`src/rtl/lights_pkg.sv`:
```
// Shared mode encoding and pattern helpers for the light sweeper block.
package lights_pkg;

    typedef enum logic [1:0] {
        CALM    = 2'b00,
        SWEEP_R = 2'b01,
        SWEEP_L = 2'b10,
        BOUNCE  = 2'b11
    } mode_t;

    // Patterns are built at this width and sliced down to N by the user.
    localparam int MAX_N = 64;

    function automatic logic [MAX_N-1:0] ends_pat(input int n);
        logic [MAX_N-1:0] p;
        p        = '0;
        p[n-1]   = 1'b1;
        p[0]     = 1'b1;
        return p;
    endfunction

    function automatic logic [MAX_N-1:0] mid_pat(input int n);
        logic [MAX_N-1:0] p;
        p        = '0;
        p[n/2]   = 1'b1;
        return p;
    endfunction

endpackage

```
`src/rtl/light_sweeper_tick_prescaler.sv`:
```
// Step-rate prescaler: one tick every DIV enabled cycles, frozen while en is low.
module tick_prescaler #(
    parameter int DIV = 1
) (
    input  logic clk,
    input  logic reset,
    input  logic en,
    output logic tick
);

    localparam int            CW   = (DIV > 1) ? $clog2(DIV) : 1;
    localparam logic [CW-1:0] LAST = CW'(DIV - 1);

    logic [CW-1:0] cnt;

    // With DIV = 1 the counter sits at zero and tick degenerates to en.
    assign tick = en && (cnt == LAST);

    always_ff @(posedge clk) begin
        if (reset)
            cnt <= '0;
        else if (tick)
            cnt <= '0;
        else if (en)
            cnt <= cnt + CW'(1);
    end

endmodule

```
`src/rtl/light_sweeper.sv`:
```
// N-light pattern sequencer: calm, sweep right/left and bounce, stepped by a prescaler.
module light_sweeper
    import lights_pkg::*;
#(
    parameter int N   = 8,
    parameter int DIV = 1
) (
    input  logic         clk,
    input  logic         reset,
    input  logic         en,
    input  logic [1:0]   mode,
    output logic [N-1:0] out,
    output logic         step
);

    localparam logic [MAX_N-1:0] ENDS_W = ends_pat(N);
    localparam logic [MAX_N-1:0] MID_W  = mid_pat(N);
    localparam logic [N-1:0]     ENDS   = ENDS_W[N-1:0];
    localparam logic [N-1:0]     MID    = MID_W[N-1:0];

    mode_t        active, active_nxt, req;
    logic         dir, dir_nxt;
    logic [N-1:0] out_nxt;
    logic         tick;

    assign req = mode_t'(mode);

    tick_prescaler #(.DIV(DIV)) u_prescaler (
        .clk   (clk),
        .reset (reset),
        .en    (en),
        .tick  (tick)
    );

    always_comb begin
        active_nxt = active;
        dir_nxt    = dir;
        out_nxt    = out;
        if (tick) begin
            if (req != active) begin
                // Entry step: sweeps continue from a one-hot position rather than jumping.
                active_nxt = req;
                dir_nxt    = 1'b0;
                if (req == CALM)
                    out_nxt = ENDS;
                else if ($onehot(out))
                    out_nxt = out;
                else
                    out_nxt = MID;
            end else begin
                case (active)
                    CALM:    out_nxt = (out == ENDS) ? MID : ENDS;
                    SWEEP_R: out_nxt = {out[0], out[N-1:1]};
                    SWEEP_L: out_nxt = {out[N-2:0], out[N-1]};
                    BOUNCE: begin
                        if (!dir) begin
                            out_nxt = {out[N-2:0], 1'b0};
                            if (out[N-1]) begin
                                out_nxt = {1'b0, out[N-1:1]};
                                dir_nxt = 1'b1;
                            end
                        end else begin
                            out_nxt = {1'b0, out[N-1:1]};
                            if (out[0]) begin
                                out_nxt = {out[N-2:0], 1'b0};
                                dir_nxt = 1'b0;
                            end
                        end
                    end
                    default: out_nxt = ENDS;
                endcase
            end
        end
    end

    always_ff @(posedge clk) begin
        if (reset) begin
            out    <= ENDS;
            active <= CALM;
            dir    <= 1'b0;
            step   <= 1'b0;
        end else begin
            out    <= out_nxt;
            active <= active_nxt;
            dir    <= dir_nxt;
            step   <= tick;
        end
    end

endmodule

```
`config.mk`:
```
export PLATFORM = sky130hd
export DESIGN_NAME = light_sweeper
export DESIGN_NICKNAME = d
export VERILOG_FILES = /design/src/rtl/lights_pkg.sv /design/src/rtl/light_sweeper_tick_prescaler.sv /design/src/rtl/light_sweeper.sv
export SDC_FILE = /design/constraint.sdc
export NUM_CORES = 1
export LEC_CHECK = 0
export BUFFER_PORTS_ARGS = -buffer_cell sky130_fd_sc_hd__buf_4
export CAP_MARGIN = 25
export CORE_MARGIN = 10
export CORE_UTILIZATION = 56
export CTS_CLUSTER_DIAMETER = 120
export CTS_CLUSTER_SIZE = 10
export DETAILED_ROUTE_END_ITERATION = 8
export GPL_TIMING_DRIVEN = 0
export PLACE_DENSITY = 0.78
export SYNTH_ARGS = -nofsm -noshare
export SYNTH_HDL_FRONTEND = slang
export SYNTH_SLANG_ARGS = --single-unit
```
`constraint.sdc`:
```
create_clock -name clk -period 4.5 [get_ports clk]
set_input_delay 0.45 -clock clk [delete_from_list [all_inputs] [get_ports clk]]
set_output_delay 0.45 -clock clk [all_outputs]
set_load 0.02 [all_outputs]
```
==> impl_results.md <==
- Status: finished clean
- Asr flop ratio synth: 0%
- Part of the power in registers: 44.2%
- IO Port Bufs: 13
- First-pass GRT wire length: 4250 µm
- 1st-pass router iterations: 4
- Initial antenna violation count: 0
- Proportion of power drawn by combinational gates: 31.1%
- # IOs: 14
- Routed Antenna Nets: 0
- Met2 usage: 19.7%
- Avg Inst Size Synth: 8.15 µm²
- Rel. slew slack: 65.9%
- Tcrit/Tclk final: 93.2%
- CTS tree: built
- Gr ovfl total: 0
- DP Area: 0.00114 mm²
- Leak Pwr: 0.474 nW
- Synth warn: 0
- Crit path required time: 4670 ps
- Core area: 0.00173 mm²
- Final Instance Area: 0.00117 mm²
- Post-synth EDFFs: 0
- Global Route met3 Usage: 4.66%
- CTS sink count: 13
- Max-cap violation count: 0
- Layout cells sized above 1: 14.2%
- Path type of the worst setup path: register to register
- CTS Buf Count: 3
- Main synth FF type: dfxtp_1
- Die Area: 0.00391 mm²
- Via count: 1008
- # hold bufs at CTS: 0
- Area grow syn2layout: 15.3%
- RSZ-0062 raised after global routing: false
- Drt total wl: 2450 µm
- CP Launch Type: register
- Int Power: 0.193 mW
- CTS HTree Levels: 1
- Cell Area, Synth: 0.00101 mm²
- Tmin final: 4200 ps
- Worst Tran Pin Value: 507 ps
- Sequential-to-total area share from yosys stat: 25.7%
- WP data arrival: 4370 ps
- CP Capture Type: register
- Clk Tree Root Cell: clkbuf_4
- Cells after Synth: 124
- Vias per std cell: 6.07
- Register bit total from synthesis: 13
- CTS clk-pin slew, worst paths: 80 ps
- Nets: 156
- CP Max Fanout: 8
- Commonest non-fill, non-tap cell in the layout: inv_1
- Worst-Skew Late Latency: 280 ps
- Routability congestion estimate: 0.898
- Worst vdd rail ir drop: 132 µV
- Setup tns final: 0 ps
- Final Hold Vio Count: 0
- Clock Skews: 3.57 ps
- Rows: 15
- Post-CTS setup buffer count: 0
- Clock Tree Buf Depth: 2
- Hpwl dp: 1900 µm
- Die Height: 62.5 µm
- Vias in the first global route: 961
- DRC Markers: 0
- DR iter-0 viols: 37
- PD cells: 252 mW/mm²
- Unique masters post-synth: 37
- Synthesized Nets: 138
- Clock power share: 24.7%
- Switching pwr: 0.101 mW
- M1 GR Usage: 15.0%
- Starting density of the core: 58.6%
- Die width: 62.5 µm
- Most frequent cells in the layout: inv_1, dfxtp_1, buf_4
- WL/cell: 14.8 µm
- Slew Limit Fails: 0
- Switching part of the total: 34.3%
- Final setup vio count: 0
- GR Util All Layers: 12.6%
- Hold Crit Class: primary input to register
- Diodes inserted: 0
- Top Usage Layer GRT: met2
- Largest net degree at the start of global routing: 11
- Resize count post-CTS: 0
- Fmax: 238 MHz
[Yosys cell counts (4+ instances only)]
cell type | n | area [µm²]
fa_1 | 4 | 80.1
mux2i_1 | 4 | 40.0
dfxtp_1 | 13 | 260
o21ai_0 | 7 | 35.0
nand3_1 | 5 | 25.0
nand2_1 | 11 | 41.3
a21oi_1 | 7 | 35.0
nor2_1 | 6 | 22.5
inv_1 | 15 | 56.3
nor2b_1 | 5 | 31.3
nand2b_1 | 5 | 31.3
ha_1 | 5 | 62.6
[sequential cells by signal (all words and copies together) (netlist names)]
signal and flops:
step 1, out 8, active 2, u_prescaler.cnt 1
dir 1
[power groups by stage]
stage                     clock network [mW]  logic [mW]  registers (mW)
after floorplan                            0      0.0602           0.135
after global placement                     0      0.0879           0.132
after detailed placement                   0      0.0901           0.132
after CTS                             0.0744      0.0906           0.129
after global routing                  0.0801       0.102           0.131
final                                 0.0726      0.0915           0.130
[final timing paths]
check,to,slack (ps),start,cells after the start
setup / recovery,out[6],300,out[0],13
hold / removal,u_prescaler.cnt,340,en,2
setup reg to reg,out[6],300,out[0],13
hold reg to reg,u_prescaler.cnt,490,u_prescaler.cnt,1
[metal layers]
layer / share of wire [%] / wire length (µm)
met1: 45 / 1110
met2: 46 / 1130
met3: 6.9 / 169
met4: 1.8 / 45
met5: 0 / 0
[critical path: stages (launching register included)]
cell      delay [ps]
dfxtp_1          480
inv_1            150
fa_1             580
fa_1             430
fa_1             430
inv_1             70
ha_1             170
inv_1             60
fa_1             500
nand4b_1         100
a211o_1          250
a22o_1           220
nand2_1          290
mux2_2           380
[final cells by class]
| class | instances | area, µm² |
|---|---|---|
| buffer | 5 | 27.5 |
| timing repair buffer | 13 | 97.6 |
| tap | 25 | 31.3 |
| clock buffer | 4 | 26.3 |
| sequential | 13 | 260 |
| fill | 156 | 561 |
| multi-input combinational | 91 | 667 |
| inverter | 15 | 56.3 |
[stage by stage]
stage	util, %	hold WS (ps)	power (mW)	instances	setup WS (ps)
after floorplan	-	463	0.195	124	506
after detailed placement	66.0	480	0.222	162	362
after global placement	66.0	471	0.220	162	434
final	67.5	341	0.294	166	305
after global routing	67.5	347	0.313	166	127
after CTS	67.5	342	0.294	166	345
[logic make-up after synthesis]
kind of cell	count (synthesis)	synth area share [%]
AOI/OAI and AO/OA	35	23.9
adders and majority gates	9	14.1
and+or+nand+nor	42	22.9
DFF	13	25.7
muxes	5	5.07
buffers and inverters	20	8.29
(Power assumes the default switching activity.)
